--- src/rtl/bp_pkg.sv ---
// ---------------------------------------------------------------------------
// bp_pkg: shared definitions for the tournament branch predictor resolve path.
//   - default local / global table index widths
//   - sequencer state encoding
//   - helper for the fall-through (not-taken) fetch address
// ---------------------------------------------------------------------------
package bp_pkg;

  localparam int BP_LIDX_W = 10;
  localparam int BP_GIDX_W = 12;

  typedef enum logic [1:0] {
    INIT  = 2'd0,  // walking every table index to clear it
    RUN   = 2'd1,  // accepting predictions and resolutions
    FLUSH = 2'd2   // one dead cycle after a mispredict
  } bp_state_t;

  // Address of the instruction after a 4-byte branch; wraps mod 2^32.
  function automatic logic [31:0] seq_pc(input logic [31:0] pc);
    return pc + 32'd4;
  endfunction

endpackage

--- src/rtl/bp_inflight_fifo.sv ---
// ---------------------------------------------------------------------------
// bp_inflight_fifo: synchronous FIFO holding in-flight branch predictions.
//   clk, rst_n   clock / asynchronous active-low reset
//   push, din    write din at the tail when not full
//   pop          drop the head entry when not empty
//   clear        empty the queue; wins over a same-cycle push or pop
//   dout         current head entry (valid when !empty)
//   full, empty  occupancy flags derived from a separate count
// A push while full is dropped even if a pop happens in the same cycle.
// ---------------------------------------------------------------------------
module bp_inflight_fifo #(
  parameter int DEPTH = 4,
  parameter int W     = 8
) (
  input  logic         clk,
  input  logic         rst_n,
  input  logic         push,
  input  logic         pop,
  input  logic         clear,
  input  logic [W-1:0] din,
  output logic [W-1:0] dout,
  output logic         full,
  output logic         empty
);

  localparam int AW = $clog2(DEPTH);
  localparam logic [AW:0] FULL_CNT = (AW + 1)'(DEPTH);

  logic [W-1:0]  mem [DEPTH];
  logic [AW-1:0] wr_ptr;
  logic [AW-1:0] rd_ptr;
  logic [AW:0]   count;

  logic do_push;
  logic do_pop;

  assign full    = (count == FULL_CNT);
  assign empty   = (count == '0);
  assign do_push = push && !full;
  assign do_pop  = pop && !empty;
  assign dout    = mem[rd_ptr];

  // NOTE: storage is deliberately not reset; the count alone decides which
  // slots are meaningful, and leaving the array off the reset tree lets it
  // map onto plain flops or a register file.
  always_ff @(posedge clk) begin
    if (do_push && !clear) begin
      mem[wr_ptr] <= din;
    end
  end

  // NOTE: every sequential assignment is non-blocking so all registers
  // update together from pre-edge values, independent of statement order.
  always_ff @(posedge clk or negedge rst_n) begin
    if (!rst_n) begin
      wr_ptr <= '0;
      rd_ptr <= '0;
      count  <= '0;
    end else if (clear) begin
      wr_ptr <= '0;
      rd_ptr <= '0;
      count  <= '0;
    end else begin
      if (do_push) wr_ptr <= wr_ptr + AW'(1);
      if (do_pop)  rd_ptr <= rd_ptr + AW'(1);
      case ({do_push, do_pop})
        2'b10:   count <= count + (AW + 1)'(1);
        2'b01:   count <= count - (AW + 1)'(1);
        default: count <= count;
      endcase
    end
  end

endmodule

--- src/rtl/bp_resolve_ctrl.sv ---
// ---------------------------------------------------------------------------
// bp_resolve_ctrl: resolve/training sequencer for a tournament predictor.
//   pred_*    fetch-side prediction push (valid/ready), with the component
//             predictions and table index snapshots taken at predict time
//   res_*     execute-side resolution of the oldest in-flight branch
//   upd_*     one-cycle training write for local/global/choice tables
//   flush, redirect_pc   mispredict squash and fetch restart address
//   init_*    post-reset walk over every table index (clear to weakly-NT)
//   mis_cnt   saturating mispredict counter
//   res_err   sticky: a resolve arrived while nothing was in flight
// ---------------------------------------------------------------------------
module bp_resolve_ctrl
  import bp_pkg::*;
#(
  parameter int DEPTH  = 4,
  parameter int LIDX_W = BP_LIDX_W,
  parameter int GIDX_W = BP_GIDX_W,
  parameter int CNT_W  = 16
) (
  input  logic              clk,
  input  logic              rst_n,
  input  logic              pred_valid,
  output logic              pred_ready,
  input  logic [31:0]       pred_pc,
  input  logic              pred_taken,
  input  logic              pred_local,
  input  logic              pred_global,
  input  logic [LIDX_W-1:0] pred_lidx,
  input  logic [GIDX_W-1:0] pred_gidx,
  input  logic [31:0]       pred_target,
  input  logic              res_valid,
  input  logic              res_taken,
  input  logic [31:0]       res_target,
  output logic              upd_valid,
  output logic              upd_taken,
  output logic [LIDX_W-1:0] upd_lidx,
  output logic [GIDX_W-1:0] upd_gidx,
  output logic              upd_local_ok,
  output logic              upd_global_ok,
  output logic              flush,
  output logic [31:0]       redirect_pc,
  output logic              init_we,
  output logic [GIDX_W-1:0] init_idx,
  output logic              init_busy,
  output logic [CNT_W-1:0]  mis_cnt,
  output logic              res_err
);

  // Entry layout follows the index widths of this instance.
  typedef struct packed {
    logic [31:0]       pc;
    logic              taken;
    logic              lpred;
    logic              gpred;
    logic [LIDX_W-1:0] lidx;
    logic [GIDX_W-1:0] gidx;
    logic [31:0]       target;
  } entry_t;

  bp_state_t state;
  entry_t    push_entry;
  entry_t    head;
  logic      q_full;
  logic      q_empty;
  logic      push;
  logic      pop;
  logic      mispredict;

  assign push_entry = '{pc:     pred_pc,
                        taken:  pred_taken,
                        lpred:  pred_local,
                        gpred:  pred_global,
                        lidx:   pred_lidx,
                        gidx:   pred_gidx,
                        target: pred_target};

  assign pred_ready = (state == RUN) && !q_full;
  assign init_busy  = (state == INIT);
  assign push       = pred_valid && pred_ready;
  assign pop        = (state == RUN) && res_valid && !q_empty;

  // A taken/taken pair still mispredicts when the fetched target was wrong.
  assign mispredict = pop && ((head.taken != res_taken) ||
                              (head.taken && res_taken && (head.target != res_target)));

  // Clearing on mispredict also drops a push accepted in the resolving cycle.
  bp_inflight_fifo #(
    .DEPTH (DEPTH),
    .W     ($bits(entry_t))
  ) u_fifo (
    .clk   (clk),
    .rst_n (rst_n),
    .push  (push),
    .pop   (pop),
    .clear (mispredict),
    .din   (push_entry),
    .dout  (head),
    .full  (q_full),
    .empty (q_empty)
  );

  always_ff @(posedge clk or negedge rst_n) begin
    if (!rst_n) begin
      state         <= INIT;
      init_we       <= 1'b0;
      init_idx      <= '0;
      upd_valid     <= 1'b0;
      upd_taken     <= 1'b0;
      upd_lidx      <= '0;
      upd_gidx      <= '0;
      upd_local_ok  <= 1'b0;
      upd_global_ok <= 1'b0;
      flush         <= 1'b0;
      redirect_pc   <= '0;
      mis_cnt       <= '0;
      res_err       <= 1'b0;
    end else begin
      upd_valid <= 1'b0;
      flush     <= 1'b0;
      unique case (state)
        INIT: begin
          // First cycle out of reset arms the strobe at index 0; afterwards
          // the index advances once per strobed cycle.
          if (!init_we) begin
            init_we <= 1'b1;
          end else if (init_idx == '1) begin
            init_we  <= 1'b0;
            init_idx <= '0;
            state    <= RUN;
          end else begin
            init_idx <= init_idx + GIDX_W'(1);
          end
        end
        RUN: begin
          if (res_valid && q_empty) res_err <= 1'b1;
          if (pop) begin
            upd_valid     <= 1'b1;
            upd_taken     <= res_taken;
            upd_lidx      <= head.lidx;
            upd_gidx      <= head.gidx;
            upd_local_ok  <= (head.lpred == res_taken);
            upd_global_ok <= (head.gpred == res_taken);
          end
          if (mispredict) begin
            flush       <= 1'b1;
            redirect_pc <= res_taken ? res_target : seq_pc(head.pc);
            if (mis_cnt != '1) mis_cnt <= mis_cnt + CNT_W'(1);
            state       <= FLUSH;
          end
        end
        FLUSH: state <= RUN;
        default: state <= INIT;
      endcase
    end
  end

endmodule

--- config.mk ---
export PLATFORM = sky130hd
export DESIGN_NAME = bp_resolve_ctrl
export DESIGN_NICKNAME = d
export VERILOG_FILES = /design/src/rtl/bp_pkg.sv /design/src/rtl/bp_inflight_fifo.sv /design/src/rtl/bp_resolve_ctrl.sv
export SDC_FILE = /design/constraint.sdc
export NUM_CORES = 1
export LEC_CHECK = 0
export CORE_ASPECT_RATIO = 0.5
export CORE_MARGIN = 3
export CORE_UTILIZATION = 30
export CTS_CLUSTER_SIZE = 10
export DETAILED_ROUTE_END_ITERATION = 8
export PLACE_DENSITY_LB_ADDON = 0.05
export SYNTH_ARGS = -nofsm -noshare
export SYNTH_HDL_FRONTEND = slang
export SYNTH_SLANG_ARGS = --single-unit
export TNS_END_PERCENT = 50
--- constraint.sdc ---
create_clock -name clk -period 10 [get_ports clk]
set_input_delay 3 -clock clk [delete_from_list [all_inputs] [get_ports clk]]
set_output_delay 3 -clock clk [all_outputs]
set_load 0.1 [all_outputs]
==> impl_summary.txt <==
----------------------------------------------------
[Clock network]
  CTS tree ... done
  H-tree Lvls ... 2
  Postcts setup bufs ... 0
  Cts repair resizes ... 0
  Hold_buf cts ... 0
  Number of buffers inserted during clock tree synthesis ... 51
  Maximum root-to-sink buffer count ... 3
  Root cell of the clock tree ... sky130_fd_sc_hd__clkbuf_16
  Sinks on Clock Net ... 454
  CTS clock-pin slew for the worst setup and hold paths ... 0.06 ns
  Insertion delay to the later sink of the worst-skew pair ... 0.60 ns

[Die]
  Floorplan core area ... between 50000 and 60000 µm²
  Die Y-Extent ... 181 µm
  Width of the chip ... 355 µm
  Total number of placement rows ... 63
  Total die area ... 64200 µm²
  IO Pins ... 217
  Starting utilization of the core area ... 30.6%

[Routing]
  DR vias ... about 10000
  Drt pass-1 iters ... 4
  Wire per inst ... 22.6 µm
  Number of design-rule violations left by the first detailed-router iteration ... 542
  Count of unresolved DRC violations after routing ... 0
  Vias per Instance ... 4.64
  Total wire length after detailed routing ... 48500 µm
  Count of nets left with antenna violations after detail routing ... 0

[STA]
  Final-report setup violation count ... 0
  Part of the cycle the worst path needs ... roughly 64%
  Worst max-slew margin expressed relative to the limit ... between 20% and 30%
  RSZ-0062 raised after global routing ... no
  Final-layout setup total negative slack ... 0 ns
  Hold Fails Final Rpt ... 0
  Maximum clock frequency ... between 150 and 200 MHz
  Setup Skew ... 0.0329 ns
  Least setup slack across all paths after layout ... about 3.6 ns
  Final min period ... 6.37 ns
  Slew at the pin with the worst max-slew slack ... 1.10 ns
  Count of pins over their slew limit ... 0

[Placement]
  Cell count after placement ... 2051
  Count of buffers from port buffering ... 216
  Global placement routability congestion ... roughly 0.77
  DP Wirelength ... between 30000 and 40000 µm
  Worst setup slack after placement ... 2.74 ns

[Logic synthesis]
  Average instance area after synthesis ... 17.4 µm²
  Biggest area contributors in the synthesized netlist ... sky130_fd_sc_hd__edfxtp_1 (58%), sky130_fd_sc_hd__dfrtp_1 (13%), sky130_fd_sc_hd__mux4_2 (11%), sky130_fd_sc_hd__xnor2_1 (2.9%), sky130_fd_sc_hd__nand2_1 (2.8%)
  Biggest area consumer among synthesized cells ... sky130_fd_sc_hd__edfxtp_1
  Number of warning messages in the yosys log ... 0
  Sequential element share of the synthesized area ... around 70%
  Synth Register Bits ... 454
  Synthesized netlist net count ... 1185
  Distinct cells, synth ... 53
  Instance count of the mapped netlist ... 1050
  Cell area after synthesis ... 18300 µm²
  Share of Yosys cell area claimed by the top area cell type ... between 50% and 60%

[Power]
  PD cells ... 300 nW/µm²
  Max rail drop VDD ... 211 µV
  Standby leakage power ... 0.00767 µW

[Setup path]
  Biggest cell delay along the critical path ... between 0.8 and 0.9 ns
  Slowest stage cell on the critical path ... sky130_fd_sc_hd__and3_4
  Critical Path Fanout Max ... 55
  Setup crit end kind ... flop
  Kind of launch point of the worst setup path ... input port
  Arr. time, crit path ... 6.59 ns
  Worst EP required ... 10.22 ns
  Classification of the worst setup path ... input port to flop
  Cell chain of the critical path ... clkdlybuf4s50_1 -> xnor2_1 -> nand4_1 -> nor4_1 -> a21boi_1 -> o21ai_4 -> and3_4 -> buf_4
  Worst reg2reg path depth ... 9

[Global route]
  Wire length of the first global-routing pass ... between 70000 and 80000 µm
  Total global-route track usage ... about 15%
  Grt total ovfl ... 0
  Largest net degree at the start of global routing ... 65
  Vias in the first global route ... approximately 11000
  Initial antenna violation count ... 4

[Final layout]
  Post-layout net count ... 1427
  Fill cell total of the finished layout ... 5587
  Final core utilization ... 38.2%
  Synthesis-to-finish area growth ... 24.9%
  Fraction of layout instances using a drive strength above 1 ... 14.3%
  Cell Count, Final, Fillers Out ... between 2000 and 2500
  Most used cells in the layout excluding fill and tap cells ... sky130_fd_sc_hd__edfxtp_1 (356), sky130_fd_sc_hd__clkdlybuf4s50_1 (214), sky130_fd_sc_hd__nand2_1 (138), sky130_fd_sc_hd__dfrtp_1 (96), sky130_fd_sc_hd__mux4_2 (88)
  Most common cell after layout, fill and taps aside ... sky130_fd_sc_hd__edfxtp_1

[Min path]
  Class of the worst hold path ... flop to flop
  Number of cells traversed by the worst hold path ... 2

[Outcome]
  Outcome ... finished, final reports clean

[Flow run]
  # Max-Cap Violations ... 0

----------------------------------------------------
## critical path, delay by kind of cell
family | cells | cell delay [ns]
xor gates and xnor gates | 1 | 0.32
buffers and inverters | 2 | 1.06
AOI/OAI and AO/OA | 2 | 0.69
and+or+nand+nor | 3 | 1.44
## power breakdown
part | switching (µW) | leakage, µW | total [µW] | internal (µW)
Clock | 752 | 0.000712 | 1720 | 971
Sequential | 222 | 0.00444 | 2510 | 2290
Combinational | 1790 | 0.00252 | 2620 | 825
Total | 2770 | 0.00767 | 6850 | 4090
## cells by family after synthesis
kind of cell               share of synthesized area (%)
DFF                                                 71.8
muxes                                               13.1
xor gates and xnor gates                            3.92
adders and majority gates                          0.656
AOI/OAI and AO/OA                                   2.11
and+or+nand+nor                                     6.74
buffers and inverters                               1.65
## state kept, by name, summed over array words and instances (netlist names), 2 cells and up
signal	count
state	2
redirect_pc	32
init_idx	12
u_fifo.mem	356
upd_lidx	10
u_fifo.count	3
u_fifo.rd_ptr	2
u_fifo.wr_ptr	2
mis_cnt	16
upd_gidx	12
## routing by layer
| metal | vias to the layer above | routed length [µm] | share of wire [%] | global-route usage, % |
|---|---|---|---|---|
| met3 | 49 | 1770 | 3.7 | 3.06 |
| met2 | 156 | 23300 | 48 | 24.4 |
| met4 | 2 | 697 | 1.4 | 3.19 |
| li1 | 4508 | - | - | - |
| met1 | 5241 | 22700 | 47 | 21.4 |
| met5 | - | 11 | 0.023 | 0 |
## per-stage QoR
step / hold WS, ns / power (µW) / area (µm²)
after CTS: 0.478 / 6980 / 22900
after detailed placement: 0.463 / 5210 / 21400
after global placement: 0.462 / 5210 / 21400
final: 0.474 / 6850 / 22900
after floorplan: 0.463 / 4440 / 18300
after global routing: 0.506 / 7200 / 22900
## layout make-up
cell class / instances / area [µm²] / share of cell area [%]
antenna: 3 / 7.51 / 0.0328
clock buffer: 89 / 1430 / 6.25
clock inverter: 4 / 73.8 / 0.323
inverter: 11 / 41.3 / 0.181
multi-input combinational: 544 / 4880 / 21.4
sequential: 454 / 13200 / 57.5
tap: 812 / 1020 / 4.44
timing repair buffer: 230 / 2260 / 9.88
## path summary, 6_finish.rpt
kind                                   from                 to  slack [ns]
min in group asynchronous             rst_n            init_we        2.38
hold reg to reg                 upd_lidx[4]        upd_lidx[4]        0.47
setup reg to reg           u_fifo.rd_ptr[0]  u_fifo.mem[0][68]        4.58
setup / recovery              res_target[0]  u_fifo.mem[0][68]        3.63
max in group asynchronous             rst_n   u_fifo.rd_ptr[1]        6.24
hold / removal                  upd_lidx[4]        upd_lidx[4]        0.47
## cells in the mapped netlist (all sizes together)
library cell	instances
a21oi	12
o211ai	3
nor4b	2
or3	2
a41oi	2
and2	6
a21o	1
a21boi	1
a311oi	1
a31o	1
o21a	3
mux2	28
nand2	138
edfxtp	356
or2	2
and3	9
a32oi	1
nor4	6
nor3	14
dfrtp	98
a31oi	1
buf	23
xor2	21
nor2	35
mux4	88
nand2b	3
nand4	18
nor2b	2
and4	1
nand3	26
o2111ai	1
fa	1
mux2i	7
xnor2	61
clkbuf	18
o22ai	1
o21ai	38
ha	8
inv	11
Power figures use the tool's default switching activity.
==> patch 1 (same settings) <==
Encoding of `bp_state_t`: now one-hot (3 bits for 3 states).
--- a/src/rtl/bp_pkg.sv
+++ b/src/rtl/bp_pkg.sv
@@ -11,6 +11,6 @@
 
-  typedef enum logic [1:0] {
-    INIT  = 2'd0,  // walking every table index to clear it
-    RUN   = 2'd1,  // accepting predictions and resolutions
-    FLUSH = 2'd2   // one dead cycle after a mispredict
+  typedef enum logic [2:0] {
+    INIT  = 3'b001,  // walking every table index to clear it
+    RUN   = 3'b010,  // accepting predictions and resolutions
+    FLUSH = 3'b100   // one dead cycle after a mispredict
   } bp_state_t;
Check against the original RTL: no difference found for any inputs over 10 cycles, from zero or initial values and one cycle with rst_n low; not proved beyond that.
==> patch 1 against the original RTL <==
Wire length fell by 1.7%; area after synthesis down 0.31%; via count shrank 2.0%; sequential cell count rose by 1; non-clock buffer count up 3; final area hardly changed; setup slack improved by 150 ps; maximum frequency rose by 2.4%; critical endpoint is now u_fifo.mem[0][31].
Power is not compared: it rests on default switching activity, and its combinational part moved more than twofold at a synthesized area within 25%.
==> patch 1: results (changes against the original RTL) <==
post-synth cell types: 55 (+3.8%)
Synth async-reset ratio: 21.8% (+0.17 points)
most frequent cells after synthesis: edfxtp_1, nand2_1, dfrtp_1
number of DRC markers in iteration 0: 562 (+3.7%)
Largest regs: u_fifo.mem x356, redirect_pc x32, mis_cnt x16
router iterations before antenna repair: 5 (+1)
synth warn: 0 (unchanged)
post-synthesis cell count: 1038 (-1.1%)
gr usage total: 14.8% (-0.39 points)
n_diodes: 0 (-3)
slowest cell on the critical path: and3_4
pre-CTS WS: 2980 ps (+239 ps)
Worst EP arrival: 6440 ps (-150 ps)
met1 GRT Util: 20.2% (-1.2 points)
outcome: finished, final reports clean
Port Buffer Count: 216 (unchanged)
metal3 WL: 1970 µm (+11%)
Clock Root Buffer: clkbuf_16
number of flops mapped to enable cells by yosys: 356 (unchanged)
Bufs on Longest Clock Path: 3 (unchanged)
vias in the first global route: 10.4k (-1.7%)
CP top delay family: simple AND/OR/NAND/NOR gates
Placed Area: 0.0213 mm² (about the same)
Mapped Nets: 1173 (-1.0%)
WL met2: 23300 µm (-0.12%)
Min Hold Slack: 476 ps (+1.90 ps)
Vias/cell: 4.56 (-1.6%)
clk_lat worst skew: 580 ps (-20 ps)
dpl hpwl: 31100 µm (-1.6%)
post-synthesis sequential area ratio: 72.1% (+0.37 points)
pin count of the biggest net entering global routing: 66 (+1.5%)
nets: 1418 (-0.63%)
WL/cell: 22.3 µm (-1.3%)
flop-to-flop setup slack: 4570 ps (about the same)
Critical Path Fanout Max: 37 (-33%)
first-pass GRT wire length: 70300 µm (-2.7%)
largest cells by area after synthesis: edfxtp_1, dfrtp_1, mux4_2
DR vias: 9756 (-2.0%)
share of layout cells above drive strength 1: 14.1% (-0.16 points)
Placed Cells: 2041 (-0.49%)
met2 Use GR: 24.5% (+0.13 points)
post-cts resize count: 0 (unchanged)
CP max stage delay: 680 ps (-190 ps)
routability-driven placement congestion ratio: 0.787 (+2.1%)
initial antenna violation count: 1 (-3)
top sig layer: met5
static leakage: 7.70 nW
max_slew headroom: 29.5% (+3.3 points)
worst-case clock skew: 17.0 ps (-15.9 ps)
worst hold path class: register to register
switching share of power: 31.3%
Max Clock Freq: 161 MHz (+2.4%)
met3 Use GR: 2.92% (-0.14 points)
met1 wire length: 21600 µm (-4.9%)
## patch 1: changes by cell type in the layout (fill, tap and decap cells not counted), moves of 6 or more
cell     delta
xor2_1      -6
xnor2_1     +8
nand3_1     -9
mux2_1     +14
mux2_4     -10
## patch 1: cell type report
class	count	area, µm²
clock inverters	3	52.6
repair buffers	233	2280
fillers	5582	36800
multi-input cells	532	4840
clock buffers	93	1440
inverters	10	37.5
well taps	812	1020
flip-flops and latches	455	13200
## patch 1: worst paths after layout
check,start,to,depth (start not counted)
setup / recovery,res_target[26],u_fifo.mem[0][31],8
hold / removal,upd_gidx[3],upd_gidx[3],2
setup reg to reg,u_fifo.rd_ptr[1],u_fifo.mem[0][31],9
hold reg to reg,upd_gidx[3],upd_gidx[3],2
max in group asynchronous,rst_n,u_fifo.rd_ptr[1],2
min in group asynchronous,rst_n,init_idx[8],1
## patch 1: cells by family after synthesis
family / share of synthesized area (%)
flops: 72.1
xor+xnor: 4.03
mux: 13.0
fa+ha+maj: 0.658
buf+inv: 1.45
compound gates: 1.91
simple gates: 6.80
## patch 1: power by group through the flow
stage               clock network [mW]  logic, mW  registers, mW
floorplan                            0      0.305           2.68
global placement                     0       1.07           2.23
finish                            1.72       1.06           2.19
global route                      1.87       1.11           2.20
CTS                               1.79       1.07           2.19
detailed placement                   0       1.07           2.23
## patch 1: worst reg2reg max path, cell delays in order, from the launching register on
cell and delay, ps:
dfrtp_4 920, buf_4 790, mux4_2 450, xnor2_1 180, nand4_1 250, nor4_1 560, a21boi_1 250, o21ai_4 420
and3_4 690, buf_4 530
==> patch 2 (same settings) <==
Without the edit above. The parameter `CNT_W` goes from 16 to 18.
--- a/src/rtl/bp_resolve_ctrl.sv
+++ b/src/rtl/bp_resolve_ctrl.sv
@@ -17,3 +17,3 @@
   parameter int GIDX_W = BP_GIDX_W,
-  parameter int CNT_W  = 16
+  parameter int CNT_W  = 18
 ) (
Ports: changed (resized mis_cnt); port bits go from 217 to 219. The function was not compared with the original's and may differ.
==> patch 2 against the original RTL <==
Sequential cell count up 2; first-iteration DRC count up 7.4%; register-to-register slack worse by 480 ps; wire length is 1.5% lower; critical endpoint is now u_fifo.mem[0][84]; clock power barely moved; final cell count is 0.23% higher; final area up 0.28%; area after synthesis about the same; total power down 0.61%; setup slack worse by 360 ps.
==> patch 2: results (changes against the original RTL) <==
pre-CTS WS: 2560 ps (-183 ps)
share of layout cells above drive strength 1: 14.6% (+0.33 points)
post-synth cell types: 46 (-13%)
largest cells by area after synthesis: edfxtp_1, dfrtp_1, mux4_2
Total Wirelength: 47800 µm (-1.5%)
maximum VDD drop: 137 µV (-35%)
post-cts resize count: 0 (unchanged)
Placed Area: 0.0214 mm² (+0.33%)
router iterations before antenna repair: 5 (+1)
CP max stage delay: 700 ps (-170 ps)
slowest cell on the critical path: buf_4
Worst EP arrival: 6930 ps (+340 ps)
Vias/cell: 4.58 (-1.2%)
worst-case clock skew: 22.2 ps (-10.7 ps)
pin count of the biggest net entering global routing: 76 (+17%)
number of DRC markers in iteration 0: 582 (+7.4%)
nets: 1428 (+0.070%)
clk_lat worst skew: 580 ps (-20 ps)
Synth async-reset ratio: 21.9% (+0.34 points)
Port Buffer Count: 218 (+0.93%)
static leakage: 7.66 nW (about the same)
post-synthesis sequential area ratio: 72.0% (+0.21 points)
WL/cell: 22.2 µm (-1.7%)
Critical Path Fanout Max: 47 (-15%)
vias in the first global route: 10.4k (-1.6%)
Worst-Margin Slew: 1120 ps (+20.6 ps)
gr usage total: 14.9% (-0.30 points)
Placed Cells: 2052 (+0.049%)
outcome: finished, final reports clean
most frequent cells after synthesis: edfxtp_1, nand2_1, dfrtp_1
initial antenna violation count: 2 (-2)
routability-driven placement congestion ratio: 0.728 (-5.6%)
==> patch 2: changes by cell type after synthesis, sizes merged, moves of 4 or more <==
cell | before | now
buf | 23 | 30
inv | 11 | 7
nand3 | 26 | 21
nor2 | 35 | 30
nor3 | 14 | 9
nor3b | 0 | 4
nor4 | 6 | 10
xnor2 | 61 | 57
xor2 | 21 | 30
==> patch 2: path summary, 6_finish.rpt <==
check	slack, ps	cells past startpoint	end	from
setup / recovery	3270	9	u_fifo.mem[0][84]	res_target[28]
min in group asynchronous	2450	1	redirect_pc[11]	rst_n
hold / removal	470	2	upd_lidx[1]	upd_lidx[1]
max in group asynchronous	6090	2	u_fifo.rd_ptr[0]	rst_n
setup reg to reg	4100	11	u_fifo.mem[0][84]	u_fifo.rd_ptr[0]
hold reg to reg	470	2	upd_lidx[1]	upd_lidx[1]
==> patch 2: where the power goes <==
| part | internal [mW] | switching [mW] |
|---|---|---|
| clock network | 0.982 | 0.739 |
| logic | 0.810 | 1.82 |
| registers | 2.30 | 0.163 |
==> patch 2: area by class of cell <==
type | instances | area (µm²)
fillers | 5578 | 36900
well taps | 812 | 1020
clock buffers | 94 | 1470
diodes | 4 | 10.0
multi-input cells | 542 | 4860
repair buffers | 235 | 2310
inverters | 7 | 26.3
clock inverters | 2 | 25.0
flip-flops and latches | 456 | 13200
==> patch 2: metal layers <==
layer | track usage (%) | part of all wire (%) | vias up
met3 | 2.67 | 3.5 | 61
met4 | 3.44 | 1.8 | 0
li1 | - | - | 4527
met1 | 19.9 | 44 | 5131
met5 | 0 | 0 | -
met2 | 25.3 | 51 | 145
==> patch 2: per-stage QoR <==
step,hold WS (ps),util (%)
after floorplan,461,-
after global placement,462,35.8
after detailed placement,462,35.8
after CTS,480,38.3
after global routing,501,38.3
final,472,38.3
==> patch 2: cell families after synthesis <==
family,Yosys count,share of synthesized area (%)
flops,456,72.0
simple gates,264,6.82
mux,122,12.9
xor+xnor,87,4.16
compound gates,60,1.80
buf+inv,52,1.63
fa+ha+maj,9,0.656
==> patch 2: worst max-delay path: cells and delay by family <==
family                    cells  cell delay [ps]
AOI/OAI and AO/OA             2              750
xor gates and xnor gates      1              130
and+or+nand+nor               3             1330
buffers and inverters         3             1620
